[src/rtl/mips_defs.sv]
// Shared MIPS encoding constants for the P6 decode front end.
// Opcode, funct and REGIMM field values plus the next-PC select codes driven to fetch.
package mips_defs;

    localparam logic [5:0] OP_SPECIAL = 6'b000000;
    localparam logic [5:0] OP_REGIMM  = 6'b000001;
    localparam logic [5:0] OP_J       = 6'b000010;
    localparam logic [5:0] OP_JAL     = 6'b000011;
    localparam logic [5:0] OP_BEQ     = 6'b000100;
    localparam logic [5:0] OP_BNE     = 6'b000101;
    localparam logic [5:0] OP_BLEZ    = 6'b000110;
    localparam logic [5:0] OP_BGTZ    = 6'b000111;

    localparam logic [5:0] FN_JR      = 6'b001000;
    localparam logic [5:0] FN_JALR    = 6'b001001;

    localparam logic [4:0] RT_BLTZ    = 5'b00000;
    localparam logic [4:0] RT_BGEZ    = 5'b00001;

    localparam logic [3:0] PCSEL_PC4  = 4'd0;
    localparam logic [3:0] PCSEL_BR   = 4'd1;
    localparam logic [3:0] PCSEL_J    = 4'd2;
    localparam logic [3:0] PCSEL_JR   = 4'd3;

    // True for every encoding that resolves as a conditional branch.
    function automatic logic is_branch(input logic [5:0] op, input logic [4:0] rt);
        return (op == OP_BEQ) || (op == OP_BNE) || (op == OP_BLEZ) || (op == OP_BGTZ) ||
               ((op == OP_REGIMM) && ((rt == RT_BLTZ) || (rt == RT_BGEZ)));
    endfunction

endpackage

[src/rtl/id_branch_stage_branch_cmp.sv]
// Branch condition evaluator: compares the forwarded operands according to the branch opcode.
// Produces 0 for anything that is not a recognised conditional branch.
module branch_cmp
    import mips_defs::*;
(
    input  logic [5:0]  op,
    input  logic [4:0]  rt,
    input  logic [31:0] rs_fwd,
    input  logic [31:0] rt_fwd,
    output logic        ifequal
);

    logic rs_zero;
    logic rs_neg;

    assign rs_zero = (rs_fwd == 32'd0);
    assign rs_neg  = rs_fwd[31];

    always_comb begin
        ifequal = 1'b0;
        case (op)
            OP_BEQ:    ifequal = (rs_fwd == rt_fwd);
            OP_BNE:    ifequal = (rs_fwd != rt_fwd);
            OP_BLEZ:   ifequal = rs_neg || rs_zero;
            OP_BGTZ:   ifequal = !rs_neg && !rs_zero;
            OP_REGIMM: begin
                if (rt == RT_BLTZ)      ifequal = rs_neg;
                else if (rt == RT_BGEZ) ifequal = !rs_neg;
            end
            default:   ifequal = 1'b0;
        endcase
    end

endmodule

[src/rtl/id_branch_stage.sv]
// IF/ID pipeline register with same-cycle branch/jump resolution for the fetch unit.
// Delay-slot semantics: a taken branch never flushes the instruction already fetched.
module id_branch_stage
    import mips_defs::*;
(
    input  logic        clk,
    input  logic        reset,
    input  logic [31:0] instr_f,
    input  logic [31:0] pc8_f,
    input  logic        stall,
    input  logic        clr,
    input  logic [31:0] rs_fwd,
    input  logic [31:0] rt_fwd,
    output logic [31:0] instr_d,
    output logic [31:0] pc8_d,
    output logic [3:0]  PCsel,
    output logic        ifequal,
    output logic [25:0] imm,
    output logic [31:0] BUSA
);

    logic [5:0] op;
    logic [4:0] rt;
    logic [5:0] funct;
    logic       cmp_true;

    // clr outranks stall so a squashed slot never lingers in D.
    always_ff @(posedge clk or posedge reset) begin
        if (reset) begin
            instr_d <= 32'd0;
            pc8_d   <= 32'd0;
        end else if (clr) begin
            instr_d <= 32'd0;
            pc8_d   <= 32'd0;
        end else if (!stall) begin
            instr_d <= instr_f;
            pc8_d   <= pc8_f;
        end
    end

    assign op    = instr_d[31:26];
    assign rt    = instr_d[20:16];
    assign funct = instr_d[5:0];

    always_comb begin
        PCsel = PCSEL_PC4;
        if (is_branch(op, rt))
            PCsel = PCSEL_BR;
        else if ((op == OP_J) || (op == OP_JAL))
            PCsel = PCSEL_J;
        else if ((op == OP_SPECIAL) && ((funct == FN_JR) || (funct == FN_JALR)))
            PCsel = PCSEL_JR;
    end

    branch_cmp u_branch_cmp (
        .op      (op),
        .rt      (rt),
        .rs_fwd  (rs_fwd),
        .rt_fwd  (rt_fwd),
        .ifequal (cmp_true)
    );

    assign ifequal = (PCsel == PCSEL_BR) && cmp_true;
    assign imm     = instr_d[25:0];
    assign BUSA    = rs_fwd;

endmodule

[config.mk]
export PLATFORM = sky130hd
export DESIGN_NAME = id_branch_stage
export DESIGN_NICKNAME = d
export VERILOG_FILES = /design/src/rtl/mips_defs.sv /design/src/rtl/id_branch_stage_branch_cmp.sv /design/src/rtl/id_branch_stage.sv
export SDC_FILE = /design/constraint.sdc
export NUM_CORES = 1
export LEC_CHECK = 0
export ABC_AREA = 1
export CORE_ASPECT_RATIO = 1.75
export CORE_MARGIN = 2
export CORE_UTILIZATION = 33
export DETAILED_ROUTE_END_ITERATION = 16
export PLACE_DENSITY = 0.78
export SETUP_SLACK_MARGIN = 0.4
export SLEW_MARGIN = 20
export SYNTH_ARGS = -nofsm -noshare
export SYNTH_HDL_FRONTEND = slang
export SYNTH_SLANG_ARGS = --single-unit
[constraint.sdc]
create_clock -name clk -period 1.7 [get_ports clk]
set_input_delay 0.255 -clock clk [delete_from_list [all_inputs] [get_ports clk]]
set_output_delay 0.255 -clock clk [all_outputs]
set_load 0.05 [all_outputs]
# Yosys cells after proc, flatten, opt, wreduce, memory -nomap -nowiden
# Cells that the tools add are included.
# op_classes
n_eq_ne,14
muxes,10
n_reduce_logical,17
# ops
op,n
2-to-1 mux 32 bit,4
== test 32 bit,1
zero test 32 bit,1
!= test 32 bit,1
== test 6 x 3 -> 1 bit (second input constant),4
== test 6 x 2 -> 1 bit (second input constant),2
== test 6 x 4 -> 1 bit (second input constant),2
logical OR 1 bit,8
== test 6 x 1 -> 1 bit (second input constant),1
zero test 6 bit,1
2-to-1 mux 2 bit,3
== test 5 x 1 -> 1 bit (second input constant),1
zero test 5 bit,1
one-hot mux 1 bit (5 select lines),1
== test 4 x 1 -> 1 bit (second input constant),1
logical AND 1 bit,4
zero test 1 bit,2
2-to-1 mux 1 bit,2
!= test 2 x 1 -> 1 bit (second input constant),1
# totals
regBits,64
input_bits,132
elab_cells,43

# Logic depth before layout (Yosys ltp)
# Gate-level depths: netlist (run 1).
# depth
depth_word,8
mapped_depth,11
depth_no_buf,11

# Cells and area by module
# From an unflattened synthesis (run 1), not the netlist that was laid out.
# hier_totals
hier_cells,511
area_unflattened_um2,3935.0
# by_module_without_submodules
mod,instances,cells_per_inst,area_each_um2,seq_area_each_um2
id_branch_stage,1,365,3220.6,1601.5
branch_cmp,1,146,714.4,0.0

# Worst setup path before layout (run 1)
# OpenSTA, ideal clock, no wires.
# synth_path
kind,flip-flop to output port
startpoint,register instr_d[26]
endpoint,output ifequal
arrival_time_ns,1.591
required_ns,1.445
path_slack_ns,-0.146
stages_incl_launch_ff,9
path_buffers,0
cell_sequence,dfrtp_1 inv_1 nor2_1 nand2_1 nor3_2 nand2_1 nand2_1 nor2_1 nand2_1
# synth_between
elab_chain_len,8
# synth_rtl
element,line_no,rtl
from (decl),id_branch_stage.sv:14,"output logic [31:0] instr_d,"
from (signal assigned),id_branch_stage.sv:36,instr_d <= instr_f;
== test 6 x 3 -> 1 bit,"mips_defs.sv:27, id_branch_stage_branch_cmp.sv:21",
logical OR 1 bit (4 in a row),mips_defs.sv:27,return (op == OP_BEQ) || (op == OP_BNE) || (op == OP_BLEZ) || (op == OP_BGTZ) ||
2-to-1 mux 2 bit,id_branch_stage.sv:47,"if (is_branch(op, rt))"
== test 4 x 1 -> 1 bit,id_branch_stage.sv:63,assign ifequal = (PCsel == PCSEL_BR) && cmp_true;
logical AND 1 bit *,id_branch_stage.sv:63,
to (decl),id_branch_stage.sv:17,"output logic ifequal,"
# Every way passes the cells marked *; elsewhere a longest branch is shown, timed or not.

# Worst setup path after layout (run 1)
# layout_path
startpoint,input rt_fwd[3]
endpoint,output ifequal
# layout_between
elab_chain_len,3
# layout_rtl
element,line_no,rtl
from (decl),id_branch_stage.sv:13,"input logic [31:0] rt_fwd,"
!= test 32 bit / == test 32 bit (equally long branches),"id_branch_stage_branch_cmp.sv:23, id_branch_stage_branch_cmp.sv:22",
one-hot mux 1 bit (5 select lines) *,id_branch_stage_branch_cmp.sv:21,case (op)
logical AND 1 bit *,id_branch_stage.sv:63,
# Marked as above.

==> metrics, run 1 <==
outcome finished, violations left; failing checks negative setup slack; dpl cells 845; met2 WL 6.97 mm; GRT overflow 0; first-pass GRT wire length 20.1 mm; final core occ 59.2%; synthesized area 3850 um2; layout cells sized above 1 30.1%; DR vias 4147; post-detail-place hpwl 10.6 mm; die height 147 um; io pins 259; sw power 1.83 mW; Buf/Inv on CP 2; Syn Inst Count 503; clock share of power 31.9%; Metal-1 WL 4.46 mm; core outline area 11500 um2; Clock transition at path regs 0.05 ns; total track usage 20.4%; width of the die 85.7 um; Seq pwr share 32.0%; sw frac 34.1%; Setup TNS -0.489 ns; Post-layout nets 855; P_leak 3.33 nW; full die area 12600 um2; period utilisation layout 115%; H-Tree Depth 3; Max-cap violations 0; vias per cell 4.82; hold crit path type in -> async; Hold Fails Final Rpt 0; clk_skew 0 ns; final hold slack 0.362 ns; vias in the first global route 4157; f_max 0.513 GHz; flops & latches, synth 64; Final setup viols 3; uppermost layer routed met4; Post-DRT Antenna Nets 0; TritonCTS clock tree built; mean area per synthesized cell 7.66 um2; critical path's largest stage delay 0.49 ns; Slowest cell on crit path clkdlybuf4s50_1; CTS Buf Count 9; Crit path required time 1.44 ns; post-synthesis sequential area ratio 41.5%; Area Overhead vs Synth 75.9%; Pre-antenna DRT Iters 6; Clock Tree Root clkbuf_16; CTS max path bufs 2; met3 WL 989 um; Crit. End Element primary output; setup ws final -0.251 ns; routed len/inst 15.2 um; crit-path cells clkdlybuf4s50_1, nand2_1, nand2_2, nand2_2, nor2_4, nand2_2, nor2_4, nand2_1, nand2_1, nand2_1, nand2_2, buf_12; Arrival @ worst endpoint 1.70 ns; largest fanout on the critical path 2; count of cell types in the netlist 24; worst reg2reg path startpoint instr_d[19]; R2R depth 3; Slew Limit Fails 0; FP Rows 52; Remaining DRCs 0; crit path time final 1.95 ns; initial antenna violation count 0; final WL 13.1 mm; I/O Buffers 256; yosys warns 0; internal power 3.53 mW; worst reg2reg setup slack 0.89 ns; pwr dens 790 nW/um2; DRT iter0 DRCs 119; Hold Buf Count CTS 0; clk sink count 64; diode count 0; Comb power frac 36.0%; initial core utilization 33.7%; Worst Setup Start Kind primary input; Critical R2R Capture instr_d[19]; Final GP Congestion 0.941; Peak VDD IR 0.000720 V; RSZ-0062 raised after global routing yes; Layout Cells excl Fill 860; Crit Path Class in -> out; CP delay by family, top simple AND/OR/NAND/NOR gates; largest net degree at the start of global routing 68; clock latency at the later pin of the worst-skew pair 0.33 ns
-- state kept, by name (all words and copies together), names as in the netlist --
register,count
instr_d,32
pc8_d,32
-- tightest hold or removal path: cells and delay by family --
| kind | cells | cell delay [ns] |
|---|---|---|
| buf+inv | 3 | 0.83 |
-- through the flow --
step           worst slack, ns  cell area (um2)  power [mW]
3_5_place_dp            -0.372             6460        3.68
4_1_cts                 -0.240             6740        5.40
3_3_place_gp            -0.325             6460        3.65
6_report                -0.251             6780        5.36
2_1_floorplan           0.0784             3890        2.85
5_1_grt                 -0.359             6780        5.58
-- what timing repair did --
| action | 4_1_cts | 5_1_grt |
|---|---|---|
| pin swaps | 4 | 5 |
| gates resized for setup | 41 | 10 |
| setup endpoints to repair | 25 | 4 |
| buffers inserted | 1 | 1 |
-- worst max path at each step --
stage / startpoint / end / depth (start not counted) / slack (ns)
4_1_cts: instr_d[29] / ifequal / 8 / -0.24
2_1_floorplan: instr_d[31] / ifequal / 9 / 0.08
5_1_grt: rt_fwd[3] / ifequal / 12 / -0.36
3_3_place_gp: rs_fwd[7] / ifequal / 10 / -0.32
6_report: rt_fwd[3] / ifequal / 12 / -0.25
3_5_place_dp: rs_fwd[7] / ifequal / 10 / -0.37
-- area by class of cell --
class | count | area [um2]
clock buffers | 13 | 280
fillers | 1021 | 4670
inverters | 33 | 129
multi-input cells | 321 | 1610
flip-flops and latches | 64 | 1620
well taps | 135 | 169
repair buffers | 294 | 2980
-- cell families (layout without fill, tap and decap cells) --
| family | count (synthesis) | count (layout) | synth area share [%] |
|---|---|---|---|
| compound gates | 39 | 39 | 5.10 |
| xor+xnor | 24 | 24 | 5.45 |
| buf+inv | 119 | 340 | 18.2 |
| flops | 64 | 64 | 41.5 |
| other cells | 1 | 2 | 0.0973 |
| simple gates | 256 | 256 | 29.6 |
-- power groups by stage --
stage,registers (mW),logic (mW),clock network (mW)
after global routing,1.73,2.04,1.82
after global placement,1.73,1.92,0
after detailed placement,1.74,1.94,0
final,1.72,1.93,1.71
after CTS,1.72,1.94,1.75
after floorplan,2.07,0.775,0
-- layer usage --
metal / GRT usage, % / vias to the layer above
met2: 37.3 / 216
li1: - / 1986
met3: 4.55 / 46
met5: 0 / -
met4: 13.1 / 0
met1: 19.9 / 1899
-- synthesized netlist by cell type, drive strengths merged --
master	count	area (um2)
nor2	33	136
nand2	117	454
a21oi	1	5.00
xor2	1	8.76
nor4	1	6.26
buf	84	571
xnor2	23	201
nor3	3	25.0
conb	1	3.75
inv	33	124
a31oi	1	6.26
clkbuf	2	7.51
o21ai	37	185
nand4	7	43.8
nand3	95	475
dfrtp	64	1600
-- cell usage in the layout (no fill, tap or decap), types with 2 or more instances in the layout --
cell,synthesis,layout
buf_12,0,37
buf_4,60,123
buf_8,0,2
clkbuf_16,0,9
clkbuf_8,0,4
clkdlybuf4s50_1,0,98
conb_1,1,2
dfrtp_1,64,51
dfrtp_2,0,13
dlygate4sd2_1,0,31
inv_1,28,26
inv_2,5,5
nand2_1,113,107
nand2_2,3,7
nand2_4,1,3
nand3_1,95,95
nand4_1,7,7
nor2_1,30,24
nor2_2,2,6
nor2_4,1,3
o21ai_0,18,18
o21ai_1,19,19
xnor2_1,23,23
Note: power is estimated with default switching activity, not from simulation.
==> run 2: changes to the inputs <==
--- a/config.mk
+++ b/config.mk
@@ -6,13 +6,14 @@
 export NUM_CORES = 1
 export LEC_CHECK = 0
 export ABC_AREA = 1
+export CAP_MARGIN = 5
 export CORE_ASPECT_RATIO = 1.75
 export CORE_MARGIN = 2
 export CORE_UTILIZATION = 33
 export DETAILED_ROUTE_END_ITERATION = 16
 export PLACE_DENSITY = 0.78
 export SETUP_SLACK_MARGIN = 0.4
-export SLEW_MARGIN = 20
+export SLEW_MARGIN = 10
 export SYNTH_ARGS = -nofsm -noshare
 export SYNTH_HDL_FRONTEND = slang
 export SYNTH_SLANG_ARGS = --single-unit
==> results of run 2 <==
The final DEF is identical to that of run 1; final timing and power are the same.
